$ cat src/rtl/polyphase_pkg.sv
// Shared types and constants for the polyphase capture sequencer and its buffer.
package polyphase_pkg;

   typedef enum logic [2:0] {IDLE, ALIGN, FLUSH, CAPTURE, DRAIN} state_t;

   localparam logic [1:0] PH_LAST = 2'd3;

   function automatic int lane_word_w(input int bw);
      return 4 * bw;
   endfunction

endpackage

$ cat src/rtl/polyphase_capture_fifo.sv
// Word buffer with registered head output: a push at cycle t is visible at t+1,
// and the head register holds its last value once the buffer drains.
module polyphase_capture_fifo #(
   parameter int DEPTH = 8,
   parameter int WIDTH = 24
) (
   input  logic             clk,
   input  logic             srst,
   input  logic             flush,
   input  logic             push,
   input  logic [WIDTH-1:0] push_data,
   output logic             full,
   input  logic             pop,
   output logic [WIDTH-1:0] pop_data,
   output logic             valid,
   output logic             single
);

   localparam int AW = $clog2(DEPTH);

   logic [WIDTH-1:0] mem [DEPTH];
   logic [AW:0]      wr_ptr_reg;
   logic [AW:0]      rd_ptr_reg;
   logic [AW:0]      wr_ptr_next;
   logic [AW:0]      rd_ptr_next;
   logic [AW:0]      level;
   logic [WIDTH-1:0] data_reg;
   logic             push_ok;
   logic             pop_ok;

   assign valid       = (wr_ptr_reg != rd_ptr_reg);
   assign full        = (wr_ptr_reg[AW] != rd_ptr_reg[AW]) &&
                        (wr_ptr_reg[AW-1:0] == rd_ptr_reg[AW-1:0]);
   assign level       = wr_ptr_reg - rd_ptr_reg;
   assign single      = (level == (AW+1)'(1));
   assign pop_ok      = pop & valid;
   // A pop in the same cycle frees the slot, so a push into a full buffer is legal.
   assign push_ok     = push & (~full | pop_ok);
   assign rd_ptr_next = rd_ptr_reg + {{AW{1'b0}}, pop_ok};
   assign wr_ptr_next = wr_ptr_reg + {{AW{1'b0}}, push_ok};
   assign pop_data    = data_reg;

   always_ff @(posedge clk) begin
      if (push_ok) begin
         mem[wr_ptr_reg[AW-1:0]] <= push_data;
      end
   end

   always_ff @(posedge clk) begin
      if (srst || flush) begin
         wr_ptr_reg <= '0;
         rd_ptr_reg <= '0;
      end else begin
         wr_ptr_reg <= wr_ptr_next;
         rd_ptr_reg <= rd_ptr_next;
      end

      if (srst) begin
         data_reg <= '0;
      end else if (!flush && (wr_ptr_next != rd_ptr_next)) begin
         // Bypass when the new head is the word being written this cycle.
         if (push_ok && (wr_ptr_reg == rd_ptr_next)) begin
            data_reg <= push_data;
         end else begin
            data_reg <= mem[rd_ptr_next[AW-1:0]];
         end
      end
   end

endmodule

$ cat src/rtl/polyphase_capture_ctrl.sv
// Capture sequencer for the 4-path polyphase demux: phase strobes, ENABLE,
// pipeline flush, word collection and valid/ready readout.
module polyphase_capture_ctrl
   import polyphase_pkg::*;
#(
   parameter int BW       = 6,
   parameter int DEPTH    = 8,
   parameter int CNT_W    = 10,
   parameter int PIPE_LAT = 2
) (
   input  logic                        CLK,
   input  logic                        RES,
   input  logic                        START,
   input  logic                        ABORT,
   input  logic [CNT_W-1:0]            NUM_WORDS,
   input  logic [BW-1:0]               IN1,
   input  logic [BW-1:0]               IN2,
   input  logic [BW-1:0]               IN3,
   input  logic [BW-1:0]               IN4,
   output logic                        ENABLE,
   output logic                        CE2,
   output logic                        CE4,
   output logic [lane_word_w(BW)-1:0]  RD_DATA,
   output logic                        RD_VALID,
   input  logic                        RD_READY,
   output logic                        BUSY,
   output logic                        DONE,
   output logic                        OVERFLOW
);

   localparam int WORD_W = lane_word_w(BW);
   localparam int FL_W   = (PIPE_LAT > 1) ? $clog2(PIPE_LAT) : 1;

   state_t           state_reg;
   logic [1:0]       ph_reg;
   logic             enable_reg;
   logic             done_reg;
   logic             overflow_reg;
   logic [CNT_W-1:0] cnt_cfg_reg;
   logic [CNT_W-1:0] word_cnt_reg;
   logic [CNT_W-1:0] word_inc;
   logic [FL_W-1:0]  flush_cnt_reg;
   logic             ce4;
   logic             pop;
   logic             push;
   logic             fifo_full;
   logic             fifo_single;

   assign ce4      = (ph_reg == PH_LAST);
   assign CE2      = ph_reg[0];
   assign CE4      = ce4;
   assign ENABLE   = enable_reg;
   assign DONE     = done_reg;
   assign OVERFLOW = overflow_reg;
   assign BUSY     = (state_reg != IDLE);
   assign pop      = RD_VALID & RD_READY;
   assign push     = ce4 && (state_reg == CAPTURE);
   assign word_inc = word_cnt_reg + CNT_W'(1);

   polyphase_capture_fifo #(
      .DEPTH (DEPTH),
      .WIDTH (WORD_W)
   ) u_fifo (
      .clk       (CLK),
      .srst      (RES),
      .flush     (ABORT),
      .push      (push),
      .push_data ({IN4, IN3, IN2, IN1}),
      .full      (fifo_full),
      .pop       (RD_READY),
      .pop_data  (RD_DATA),
      .valid     (RD_VALID),
      .single    (fifo_single)
   );

   always_ff @(posedge CLK) begin
      if (RES) begin
         ph_reg        <= 2'd0;
         state_reg     <= IDLE;
         enable_reg    <= 1'b0;
         done_reg      <= 1'b0;
         overflow_reg  <= 1'b0;
         cnt_cfg_reg   <= '0;
         word_cnt_reg  <= '0;
         flush_cnt_reg <= '0;
      end else begin
         ph_reg   <= ph_reg + 2'd1;
         done_reg <= 1'b0;
         if (ABORT) begin
            state_reg     <= IDLE;
            enable_reg    <= 1'b0;
            word_cnt_reg  <= '0;
            flush_cnt_reg <= '0;
         end else begin
            case (state_reg)
               IDLE: begin
                  if (START) begin
                     cnt_cfg_reg  <= NUM_WORDS;
                     overflow_reg <= 1'b0;
                     if (NUM_WORDS == '0) begin
                        done_reg <= 1'b1;
                     end else begin
                        state_reg <= ALIGN;
                     end
                  end
               end
               ALIGN: begin
                  if (ce4) begin
                     enable_reg <= 1'b1;
                     state_reg  <= (PIPE_LAT == 0) ? CAPTURE : FLUSH;
                  end
               end
               FLUSH: begin
                  if (ce4) begin
                     if (flush_cnt_reg == FL_W'(PIPE_LAT - 1)) begin
                        flush_cnt_reg <= '0;
                        state_reg     <= CAPTURE;
                     end else begin
                        flush_cnt_reg <= flush_cnt_reg + FL_W'(1);
                     end
                  end
               end
               CAPTURE: begin
                  if (ce4) begin
                     if (fifo_full && !pop) begin
                        overflow_reg <= 1'b1;
                     end
                     // Dropped words still count toward the programmed total.
                     if (word_inc == cnt_cfg_reg) begin
                        word_cnt_reg <= '0;
                        enable_reg   <= 1'b0;
                        state_reg    <= DRAIN;
                     end else begin
                        word_cnt_reg <= word_inc;
                     end
                  end
               end
               DRAIN: begin
                  if (!RD_VALID || (pop && fifo_single)) begin
                     done_reg  <= 1'b1;
                     state_reg <= IDLE;
                  end
               end
               default: state_reg <= IDLE;
            endcase
         end
      end
   end

endmodule

$ cat config.mk
export PLATFORM = sky130hd
export DESIGN_NAME = polyphase_capture_ctrl
export DESIGN_NICKNAME = d
export VERILOG_FILES = /design/src/rtl/polyphase_pkg.sv /design/src/rtl/polyphase_capture_fifo.sv /design/src/rtl/polyphase_capture_ctrl.sv
export SDC_FILE = /design/constraint.sdc
export NUM_CORES = 1
export LEC_CHECK = 0
export BUFFER_PORTS_ARGS = -buffer_cell sky130_fd_sc_hd__buf_2
export CAP_MARGIN = 20
export CORE_MARGIN = 2
export CORE_UTILIZATION = 40
export DETAILED_ROUTE_END_ITERATION = 16
export GPL_TIMING_DRIVEN = 0
export SLEW_MARGIN = 0
export SYNTH_ARGS = -nofsm -noshare
export SYNTH_HDL_FRONTEND = slang
export SYNTH_SLANG_ARGS = --single-unit
$ cat constraint.sdc
create_clock -name CLK -period 6.7 [get_ports CLK]
set_clock_uncertainty 0.1 [all_clocks]
set_input_delay 0.335 -clock CLK [delete_from_list [all_inputs] [get_ports CLK]]
set_output_delay 0.335 -clock CLK [all_outputs]
set_load 0.01 [all_outputs]
# Word-level counts from Yosys, hierarchy flattened

Memories as Yosys holds them, arrays and structs flattened.
Index checks and enable logic that the tools add are counted.

Output and inout port bits: 31
Bits of input ports: 39
Register bits after elaboration: 61
RAM bits: 192
Memories kept: 1

Bitwise logic cells: 5
Reduce and logical (&&, ||, !) cells: 23
Multiplexer cells: 26
Equal/unequal tests: 21
Add/sub/neg operators: 6

Memory list:

| memory     | words | bits a word | rd ports | clocked after memory_dff | write ports | line                         | text |
|---|---|---|---|---|---|---|---|
| u_fifo.mem | 8     | 24          | 1        | 0                        | 1           | polyphase_capture_fifo.sv:21 | `logic [WIDTH-1:0] mem [DEPTH];` |

Operators by type and width:

| operator                                              | count |
|---|---|
| 2-to-1 mux 24 bit                                     | 1 |
| 2-to-1 mux 3 bit                                      | 8 |
| case mux 3 bit (5 select lines)                       | 1 |
| inequality test 2 bit, second input constant          | 7 |
| 2-to-1 mux 1 bit                                      | 12 |
| adder 10 x 1 -> 10 bit, second input constant         | 1 |
| equality test 10 bit                                  | 1 |
| zero test 10 bit                                      | 1 |
| 2-to-1 mux 10 bit                                     | 1 |
| adder 4 x 1 -> 4 bit                                  | 2 |
| inequality test 4 bit                                 | 2 |
| AND reduction 8 bit                                   | 1 |
| equality test 3 x 2 -> 1 bit, second input constant   | 2 |
| logical AND 1 bit                                     | 6 |
| case mux 1 bit (2 select lines)                       | 3 |
| AND reduction 5 bit                                   | 1 |
| equality test 4 x 1 -> 1 bit, second input constant   | 1 |
| equality test 4 bit                                   | 1 |
| inequality test 2 x 1 -> 1 bit, second input constant | 2 |
| AND reduction 2 bit                                   | 2 |
| AND reduction 4 bit                                   | 1 |
| nonzero test 2 bit                                    | 2 |
| subtractor 4 bit                                      | 1 |
| equality test 3 x 1 -> 1 bit, second input constant   | 1 |
| other kinds (15)                                      | 20 |

# Longest topological paths before layout

Gate-level depths: netlist of run 1.

Depth after elaboration: 8
Depth in mapped cells: 16
Depth with buffers taken out: 13

# Cells and area by module

From an unflattened synthesis of run 1, not the netlist that was laid out.

Cell total of the unflattened synthesis: 660
Area, all modules: 10781.6 um^2

Modules (own cells, without submodules):

| module                 | seq. area each (um^2) | area each (um^2) | instances | cells each |
|---|---|---|---|---|
| polyphase_capture_fifo | 6406.1                | 9075.0           | 1         | 466 |
| polyphase_capture_ctrl | 580.6                 | 1706.6           | 1         | 194 |

# Worst setup path before layout of run 1

OpenSTA, ideal clock, no wires.

Path type: reg2reg
Start point: reg u_fifo.wr_ptr_reg[0]
End point: mem u_fifo.mem[0][0] (enable)
Period minus slack after synthesis: 4.173 ns
Data arrival time: 3.607 ns
Cell stages (with the launch flop): 8
Path slack: 2.527 ns
Data required time: 6.134 ns
Path through: dfxtp_1 > clkbuf_1 > inv_1 > ha_1 > nand3_1 > nor3_1 > nand2b_1 > nor4_1

Word-level cells in the longest chain between the ends: 7
Elaborated cells between the ends (all ways): 9
Classes of those cells: eq/ne: 2; mux: 2; bitwise: 4; reduce/logical: 1

RTL lines:

| element                                | line                         | text |
|---|---|---|
| start, declared                        | polyphase_capture_fifo.sv:22 | `logic [AW:0] wr_ptr_reg;` |
| start signal, assigned                 | polyphase_capture_fifo.sv:54 | `wr_ptr_reg <= wr_ptr_next;` |
| equality test 3 bit                    | polyphase_capture_fifo.sv:33 | `(wr_ptr_reg[AW-1:0] == rd_ptr_reg[AW-1:0]);` |
| logical AND 1 bit                      | polyphase_capture_fifo.sv:32 | `assign full = (wr_ptr_reg[AW] != rd_ptr_reg[AW]) &&` |
| inverter 1 bit                         | polyphase_capture_fifo.sv:38 | `assign push_ok = push & (~full \| pop_ok);` |
| bitwise OR 1 bit                       | polyphase_capture_fifo.sv:38 |  |
| AND 1 bit                              | polyphase_capture_fifo.sv:38 |  |
| 2-to-1 mux 1 bit                       | polyphase_capture_fifo.sv:44 | `if (push_ok) begin` |
| 2-to-1 mux 1 bit (implied by the code) | polyphase_capture_fifo.sv:45 | `mem[wr_ptr_reg[AW-1:0]] <= push_data;` |
| end, declared                          | polyphase_capture_fifo.sv:21 |  |

Parallel ways exist; a longest one is shown, timed or not.

# Worst setup path after layout of run 1

Start point: reg u_fifo.wr_ptr_reg[0]
End point: reg u_fifo.data_reg[18], in the netlist u_fifo.pop_data[18]

Elaborated cells between the ends (all ways): 15
Classes of those cells: add/sub: 2; eq/ne: 4; mux: 1; bitwise: 4; reduce/logical: 3; memory: 1

RTL lines:

| element                                                                          | line                         | text |
|---|---|---|
| inequality test 4 bit *                                                          | polyphase_capture_fifo.sv:31 | `assign valid = (wr_ptr_reg != rd_ptr_reg);` |
| AND 1 bit *                                                                      | polyphase_capture_fifo.sv:36 | `assign pop_ok = pop & valid;` |
| adder 4 x 1 -> 4 bit *                                                           | polyphase_capture_fifo.sv:39 | `assign rd_ptr_next = rd_ptr_reg + {{AW{1'b0}}, pop_ok};` |
| net u_fifo.rd_ptr_next[1]                                                        | polyphase_capture_fifo.sv:25 | `logic [AW:0] rd_ptr_next;` |
| parallel branches: the longest is 3 deep, another holds memory read (8 x 24 bit) | n/a                          |  |
| end signal, assigned                                                             | polyphase_capture_fifo.sv:63 | `data_reg <= push_data;` |
| end signal, assigned                                                             | polyphase_capture_fifo.sv:65 | `data_reg <= mem[rd_ptr_next[AW-1:0]];` |
| end, declared                                                                    | polyphase_capture_fifo.sv:27 | `logic [WIDTH-1:0] data_reg;` |

Mark *: on every way through the listed nets, which the timed path passes.
A chain may end at the register's enable or synchronous reset.

==> flow_summary.ini, run 1 <==
[status]
outcome = completed

[place]
place_area_um2 = 11400
detailedPlace.worstSlack_ns = 1.86
globalplace.congestion = 0.819
dp.cells = 1079
port-buffer-count = 69
hpwl_mm = 15.1

[floorplanning]
die_area_um2 = 27300
rows = 59
io_pins = 70
die-height_um = 165
start_util_pct = 40.4
core_um2 = 25800
die_w_um = 165

[synthesis]
ys_warn_count = 0
syn_area_um2 = 10400
syn_avg_cell_area_um2 = 15.7
syn_inst = 661
ys_async_sr_fraction_pct = 0
synth_edf_count = 192
syn-num-nets = 710
yosysSeqAreaShare_pct = 67.1
synth-seq-cells = 253
synth_top_flop_cell = edfxtp_1
synth_cell_types = 57

[drt]
vias_per_cell = 5.33
firstDrtPassIters = 5
wl_mm = 23.2
drt_iter0_markers = 509
wl_per_cell_um = 19.9
final_antenna_net_count = 0
route.detailed.drc = 0
via_count = 6200

[clocking]
clockBufferDepth = 3
cts_buffers = 27
post_cts_resized = 0
clk_latency_ns = 0.54
clkSlewWorstSetupHoldPaths_ns = 0.06
cts.sink_count = 253
cts-htree-levels = 1
cts_tree = yes
root_buffer = clkbuf_16

[sta]
rsz0062_at_grt = false
max_freq_ghz = 0.206
period_minus_slack_ns = 4.86
tightest_slew_ns = 0.978
slew_violations = 0
finalSetupTns_ns = 0
worst_slack_ns = 1.84
period_share_pct = 72.5
final-hold-violation-count = 0
slew_headroom_pct = 34.7
finalHoldWorstSlack_ns = 0.0256
finalSetupViolCount = 0

[global_routing]
grt.total_usage_pct = 17.3
antenna_found_initial = 0
grt_pass1_vias = 6377
grt_pass1_wl_mm = 35.7
grt_overflow = 0
grt_max_degree = 25

[cells_and_area]
final_cell_count_no_fill = 1163
final_common_cell = edfxtp_1
drive_gt1_share_pct = 28.0
largest_reg_flops = 192
synthToLayoutAreaGrowth_pct = 22.8
diodes = 0
nets = 856
layout_common_cells = 192 x edfxtp_1, 80 x buf_2, 61 x dfxtp_1, 61 x nand2_1, 48 x mux4_2
design_area_um2 = 12800
final_core_util_pct = 49.6

[power_and_ir_drop]
p_leak_nw = 4.33
p_total_mw = 3.51
ir_drop_mv = 0.168
power.density_nw_per_um2 = 274

[setup_path]
crit_arrival_ns = 5.18
cp-start-kind = flip-flop
cp_max_fo = 10
cp-end-kind = flip-flop
crit_type = reg -> reg
cp.required_ns = 7.02

[worst_hold_path]
hold_path_class = in -> reg

[run]
maxCapViolCount = 0
cells in the mapped netlist (3+ instances only):
| cell | number | share of area, % |
|---|---|---|
| and3_1 | 3 | 0.18 |
| buf_1 | 3 | 0.11 |
| edfxtp_1 | 192 | 55 |
| dfxtp_1 | 61 | 12 |
| xor2_1 | 11 | 0.93 |
| nor4_1 | 4 | 0.24 |
| nand2_1 | 61 | 2.2 |
| mux2i_1 | 25 | 2.4 |
| inv_1 | 6 | 0.22 |
| buf_2 | 11 | 0.53 |
| xnor2_1 | 14 | 1.2 |
| a31oi_1 | 7 | 0.42 |
| a21oi_1 | 24 | 1.2 |
| nand4_1 | 3 | 0.18 |
| mux4_2 | 48 | 10 |
| nand2b_1 | 6 | 0.36 |
| buf_6 | 8 | 0.87 |
| nor3_1 | 13 | 0.63 |
| ha_1 | 9 | 1.1 |
| clkbuf_1 | 14 | 0.51 |
| nor2_1 | 21 | 0.76 |
| and2_1 | 7 | 0.42 |
| mux2_2 | 12 | 1.3 |
| a22o_1 | 18 | 1.5 |
| o21ai_0 | 21 | 1.0 |
| nand3_1 | 19 | 0.91 |
cell families after synthesis:
group / count (synthesis) / share of synthesized area [%]
adders and majority gates: 10 / 1.27
muxes: 85 / 14.1
buffers and inverters: 44 / 2.37
DFF: 253 / 67.1
AOI/OAI and AO/OA: 84 / 5.22
and+or+nand+nor: 159 / 7.64
xor gates and xnor gates: 26 / 2.26
cell type report:
| cell class | count | area, um^2 |
|---|---|---|
| clock inverter | 19 | 342 |
| sequential | 253 | 6990 |
| inverter | 6 | 22.5 |
| multi-input combinational | 364 | 3220 |
| fill | 2134 | 13000 |
| clock buffer | 31 | 711 |
| buffer | 38 | 224 |
| tap | 335 | 419 |
| timing repair buffer | 117 | 856 |
path summary, 6_finish.rpt:
kind,from,to,slack (ns),cells after the start
min reg2reg,cnt_cfg_reg[8],cnt_cfg_reg[8],0.37,2
max reg2reg,u_fifo.wr_ptr_reg[0],u_fifo.pop_data[18],1.84,15
max,u_fifo.wr_ptr_reg[0],u_fifo.pop_data[18],1.84,15
min,START,DONE,0.03,3
report_power, final:
part	internal [mW]	switching (mW)
Clock	1.11	0.625
Combinational	0.0339	0.0433
Sequential	1.69	0.00359
layer usage:
layer | GRT usage, % | part of all wire, % | up-vias
met5 | 0 | 0 | -
met4 | 5.14 | 2.7 | 0
met3 | 2.67 | 5.1 | 42
met2 | 30.3 | 50 | 178
met1 | 22.2 | 42 | 3135
li1 | - | - | 2845
worst max-delay path, stage by stage, from the launching register on:
cell	delay, ns
dfxtp_1	0.33
clkbuf_1	0.36
inv_1	0.10
ha_1	0.32
nand3_1	0.10
nand2b_1	0.17
and2_1	0.19
ha_1	0.21
ha_1	0.28
buf_2	0.20
buf_1	0.50
buf_1	0.72
buf_2	0.48
mux2i_1	0.27
o21ai_0	0.15
a22o_1	0.25
what timing repair did:
item                                   in CTS  in global routing
setup buffers                               0                  0
hold buffers                               34                  0
endpoints found under the hold margin     202                  0
No activity file was read; power rests on OpenSTA's default activity.
==> run 2: changes to the inputs <==
- clock period: 6.7 -> 4.5 ns (I/O delays scaled with it)
==> run 2 against run 1 <==
  * Setup slack got worse by 1.6 ns
  * Final cell count increased by 0.17%
  * Worst hold slack improved by 0.030 ns
  * Sequential cell count unchanged
  * Critical path depth decreased by 1
  * First-iteration DRC count increased by 3.1%
  * Combinational power increased by 52%
  * Highest routed layer unchanged
  * Non-clock buffer count increased by 2
  * Die area unchanged
  * Clock power increased by 49%
  * Critical endpoint is now u_fifo.pop_data[4]
  * Largest power group unchanged
  * Final area increased by 0.61%
  * Register-to-register slack got worse by 1.6 ns
==> flow_summary.ini, run 2 (same netlist as run 1, synthesis figures left out) <==
[drt]
drt_iter0_markers = 525
vias_per_cell = 5.31
wl_mm = 23.2
route.detailed.drc = 0
wl_per_cell_um = 19.9
firstDrtPassIters = 5
final_antenna_net_count = 0
via_count = 6185

[worst_hold_path]
hold_path_depth = 4
min_to = OVERFLOW
hp-start = ABORT
hold_path_class = in -> reg

[sta]
period_minus_slack_ns = 4.23
tightest_slew_ns = 0.979
rsz0062_at_grt = true
final-hold-violation-count = 0
finalSetupTns_ns = 0
finalSetupViolCount = 0
slew_violations = 0
slew_headroom_pct = 34.6
period_share_pct = 94.0
max_freq_ghz = 0.236

[setup_path]
cp_max_fo = 10
rr_worst_depth = 14
crit_arrival_ns = 4.56
cpMaxStageDelayCell = buf_1
timing.rr.end = u_fifo.pop_data[4]
ff2ff_setup_slack_ns = 0.27
path_cells = clkbuf_1 -> inv_1 -> ha_1 -> nand3_1 -> nand2b_1 -> and2_1 -> ha_1 -> ha_1 -> xor2_4 -> buf_1 -> mux4_2 -> mux2i_1 -> o21ai_0 -> a22o_1
cp.required_ns = 4.83
cp-end-kind = flip-flop
worstReg2RegStart = u_fifo.wr_ptr_reg[0]
critical-path-max-stage-delay_ns = 0.59
crit_type = reg -> reg
worst_path_most_repeated_cell = ha_1
cp-start-kind = flip-flop

[floorplanning]
die_area_um2 = 27300
io_pins = 70
rows = 59
core_um2 = 25800
die-height_um = 165
start_util_pct = 40.4
die_w_um = 165

[cells_and_area]
nets = 858
largest_reg_flops = 192
final_common_cell = edfxtp_1
diodes = 0
final_cell_count_no_fill = 1165
synthToLayoutAreaGrowth_pct = 23.6
layout_common_cells = 192 x edfxtp_1, 77 x buf_2, 61 x dfxtp_1, 61 x nand2_1, 48 x mux4_2
drive_gt1_share_pct = 28.7

[power_and_ir_drop]
p_total_mw = 5.22
swShare_pct = 19.2
p_leak_nw = 4.36
intPower_mw = 4.22
ir_drop_mv = 0.250
p_switching_mw = 1.00
p_comb_share_pct = 2.2
clkPwrFrac_pct = 49.6
power.density_nw_per_um2 = 406
seq_power_share_pct = 48.2

[clocking]
cts.sink_count = 253
root_buffer = clkbuf_16
clockBufferDepth = 3
cts-htree-levels = 1
cts_tree = yes
clkSlewWorstSetupHoldPaths_ns = 0.06
cts_buffers = 27
clk_latency_ns = 0.54

[place]
hpwl_mm = 15.1
dp.cells = 1079
globalplace.congestion = 0.819
port-buffer-count = 69

[global_routing]
grt.total_usage_pct = 17.3
grt_overflow = 0
grt_max_degree = 25
grt_pass1_vias = 6374
antenna_found_initial = 0
grt_pass1_wl_mm = 35.7

[run]
maxCapViolCount = 0

[status]
outcome = completed
## run 2: cell count changes in the layout (fill, tap and decap cells not counted), sizes merged
cell	change
dlygate4sd3	+2
buf	-3
clkbuf	+3
## run 2: area by class of cell
type	count	area [um^2]
sequential	253	6990
clock buffer	31	711
buffer	37	238
inverter	6	22.5
tap	335	419
timing repair buffer	120	883
clock inverter	19	342
fill	2133	12900
multi-input combinational	364	3260
## run 2: per-stage QoR
stage	cell area [um^2]	hold WS, ns	setup slack [ns]	utilization (%)
4_1_cts	12800	0.0392	0.0145	49.8
5_1_grt	12900	0.0886	-0.0113	49.9
3_3_place_gp	11200	0.351	-2.22	43.4
2_1_floorplan	10400	0.224	0.327	-
6_report	12900	0.0558	0.271	49.9
3_5_place_dp	11400	0.353	-0.341	44.2
## run 2: how the worst max path moves through the flow
| stage | start | to |
|---|---|---|
| after detailed placement | u_fifo.wr_ptr_reg[0] | u_fifo.pop_data[18] |
| after floorplan | u_fifo.wr_ptr_reg[0] | u_fifo.mem[0][0] |
| after CTS | u_fifo.wr_ptr_reg[0] | u_fifo.pop_data[7] |
| after global routing | u_fifo.wr_ptr_reg[0] | u_fifo.pop_data[4] |
| final | u_fifo.wr_ptr_reg[0] | u_fifo.pop_data[4] |
| after global placement | u_fifo.wr_ptr_reg[0] | u_fifo.mem[0][4] |
## run 2: per-layer routing
layer | share of wire, % | wire length, um | global-route usage, % | vias to the layer above
li1 | - | - | - | 2852
met1 | 42 | 9820 | 22.3 | 3127
met2 | 50 | 11700 | 30.2 | 166
met3 | 4.7 | 1090 | 2.65 | 40
met4 | 2.6 | 601 | 5.30 | 0
met5 | 0 | 0 | 0 | -
## run 2: what timing repair did
action	CTS	global route
hold buffers	36	0
gates cloned	0	0
endpoints found under the hold margin	204	0
setup buffers	0	1
pin swaps	0	1
endpoints found under the setup margin	10	22
resized for setup	6	13
## run 2: critical path, delay by kind of cell, from the launching register on
| kind | cells | cell delay, ns |
|---|---|---|
| compound gates | 2 | 0.46 |
| mux | 2 | 0.53 |
| fa+ha+maj | 3 | 0.79 |
| buf+inv | 3 | 1.04 |
| xor+xnor | 1 | 0.40 |
| simple gates | 3 | 0.46 |
| flops | 1 | 0.33 |
## run 2: power groups by stage
stage | registers (mW) | logic, mW | clock network, mW
4_1_cts | 2.52 | 0.117 | 2.63
5_1_grt | 2.52 | 0.129 | 2.72
2_1_floorplan | 2.57 | 0.0363 | 0
3_5_place_dp | 2.57 | 0.0903 | 0
6_report | 2.52 | 0.117 | 2.59
3_3_place_gp | 2.57 | 0.0844 | 0
==> run 3: changes to the inputs <==
- ABC_AREA: default -> 1
- clock period: 4.5 -> 3.86 ns (I/O delays scaled with it)
==> run 3 against run 2 <==
  * Sequential cell count unchanged
  * Final area is 0.45% lower
  * Setup slack got worse by 0.0027 ns
  * Count of clock-buffer cells in the layout increased by 10
  * Total power up 7.9%
  * Largest power group is now registers
  * Final cell count grew 21%
  * Clock power is 5% lower
  * Critical path depth up 4
  * First-iteration DRC count increased by 18%
==> flow_summary.ini, run 3 <==
[worst_hold_path]
min_to = OVERFLOW
hold_path_class = in -> reg
hp-start = RD_READY
hold_path_depth = 6

[sta]
period_minus_slack_ns = 3.59
final-hold-violation-count = 0
slew_headroom_pct = 33.5
slew_violations = 0
max_freq_ghz = 0.278
rsz0062_at_grt = false
period_share_pct = 93.1
finalSetupViolCount = 0
tightest_slew_ns = 0.992
worst_slack_ns = 0.268

[drt]
wl_per_cell_um = 19.9
firstDrtPassIters = 7
drt_iter0_markers = 617
vias_per_cell = 5.35
via_count = 7553
route.detailed.drc = 0
wl_mm = 28.0
final_antenna_net_count = 0

[power_and_ir_drop]
power.density_nw_per_um2 = 440
intPower_mw = 4.44
clkPwrFrac_pct = 43.9
p_comb_share_pct = 3.7
ir_drop_mv = 0.399
swShare_pct = 21.2
p_total_mw = 5.64
p_switching_mw = 1.20
p_leak_nw = 4.45
seq_power_share_pct = 52.4

[setup_path]
crit_type = reg -> reg
crit_arrival_ns = 3.92
rr_worst_depth = 18
ff2ff_setup_slack_ns = 0.27
timing.rr.end = u_fifo.pop_data[14]
cp-start-kind = flip-flop
worstReg2RegStart = u_fifo.rd_ptr_reg[2]
cp_max_fo = 10
cp-end-kind = flip-flop
cp.required_ns = 4.19
crit_path_start = u_fifo.rd_ptr_reg[2]

[floorplanning]
die-height_um = 167
die_w_um = 167
io_pins = 70
rows = 59
start_util_pct = 40.8
die_area_um2 = 27900
core_um2 = 26100

[place]
globalplace.congestion = 0.850
detailedPlace.worstSlack_ns = -0.0234
hpwl_mm = 17.5
dp.cells = 1322
place_area_um2 = 11500
port-buffer-count = 69

[synthesis]
syn-num-nets = 961
ys_async_sr_fraction_pct = 0
syn_inst = 912
synth_most_common_cell = edfxtp_1
synthTopCellsByCount = 192 x edfxtp_1, 115 x nand2_1, 110 x nor2_1
syn_area_um2 = 10600
synth-seq-cells = 253
yosysSeqAreaShare_pct = 65.7
synth_top_flop_cell = edfxtp_1
synth_top_cell_by_area = edfxtp_1
ys_warn_count = 0
synth_cell_types = 41
syn_avg_cell_area_um2 = 11.7
synth_edf_count = 192
synth_area_leaders = edfxtp_1 54%, dfxtp_1 11%, mux2i_1 4.5%, nand2_1 4.1%, o221ai_1 4.0%
synth_top_area_share_pct = 54.2

[cells_and_area]
largest_reg_flops = 192
nets = 1104
synthToLayoutAreaGrowth_pct = 20.4
drive_gt1_share_pct = 16.1
design_area_um2 = 12800
final_common_cell = edfxtp_1
diodes = 0
layout_common_cells = 192 x edfxtp_1, 115 x nand2_1, 104 x nor2_1, 84 x o21ai_0, 78 x buf_2
final_cell_count_no_fill = 1411

[clocking]
clockBufferDepth = 3
clk_latency_ns = 0.54
cts.sink_count = 253
cts-htree-levels = 1
root_buffer = clkbuf_16
clkSlewWorstSetupHoldPaths_ns = 0.06
cts_buffers = 27
cts_tree = yes

[global_routing]
antenna_found_initial = 0
grt_max_degree = 25
grt_pass1_vias = 7404
grt.total_usage_pct = 19.7
grt_overflow = 0
grt_pass1_wl_mm = 42.5

[status]
outcome = completed

[run]
maxCapViolCount = 0
==> run 3: area by class of cell <==
cell class	instances	area, um^2
timing repair buffer	114	820
multi-input combinational	562	3300
tap	335	419
fill	2330	13300
buffer	48	239
sequential	253	6990
clock inverter	9	63.8
inverter	49	186
clock buffer	41	788
==> run 3: worst max-delay path by stage <==
stage	end	slack, ns	cells past startpoint
after floorplan	u_fifo.mem[0][0]	0.35	9
after global placement	u_fifo.mem[0][18]	-1.48	9
after detailed placement	u_fifo.pop_data[20]	-0.02	16
after CTS	u_fifo.pop_data[14]	0.06	18
after global routing	u_fifo.pop_data[0]	0.0005	15
final	u_fifo.pop_data[14]	0.27	18
==> run 3: power groups by stage <==
stage / Sequential, mW / Combinational (mW) / Clock [mW]
6_report: 2.96 / 0.208 / 2.47
5_1_grt: 2.96 / 0.234 / 2.61
4_1_cts: 2.96 / 0.209 / 2.51
3_5_place_dp: 3.01 / 0.179 / 0
3_3_place_gp: 3.01 / 0.176 / 0
2_1_floorplan: 3.01 / 0.0995 / 0
==> run 3: per-stage QoR <==
stage / hold WS [ns] / utilization (%) / TNS [ns]
after floorplan: 0.160 / - / 0
after global placement: 0.324 / 43.7 / -97.19
after detailed placement: 0.334 / 44.3 / -0.0234
after CTS: 0.102 / 49.0 / 0
after global routing: 0.174 / 49.1 / 0
final: 0.127 / 49.1 / 0
==> run 3: kinds of logic after synthesis <==
family / share of synthesized area, %
adder cells (fa/ha/maj): 1.25
XOR/XNOR: 1.24
AO/OA/AOI/OAI: 11.0
AND/OR/NAND/NOR: 12.4
buffers and inverters: 3.80
multiplexers: 4.52
flip-flops: 65.7
==> run 3: timing repair <==
action                     4_1_cts  5_1_grt
hold endpoints to repair       234        0
setup endpoints to repair        2       24
hold buffers                    37        0
cloned                           0        0
setup buffers                    0        2
gates resized for setup          1       25
pin swaps                        0        1
==> run 3: worst max-delay path: stages (launching register included) <==
cell and delay (ns):
dfxtp_1 0.44, inv_1 0.08, ha_1 0.34, nand2_1 0.08, nor2_1 0.12, nand2_1 0.10, nand2_1 0.10, inv_1 0.06
ha_1 0.20, ha_1 0.26, xnor2_4 0.33, inv_2 0.16, nand2_1 0.09, nand3_1 0.11, nor2_4 0.27, inv_2 0.12
buf_2 0.24, nand3_1 0.16, a31oi_1 0.10
==> run 3: routing by layer <==
| metal | routed length [um] | share of wire [%] | global-route usage, % |
|---|---|---|---|
| met5 | 0 | 0 | 0 |
| met4 | 855 | 3.1 | 5.55 |
| met3 | 1580 | 5.6 | 2.64 |
| met2 | 13500 | 48 | 34.1 |
| met1 | 12000 | 43 | 26.1 |
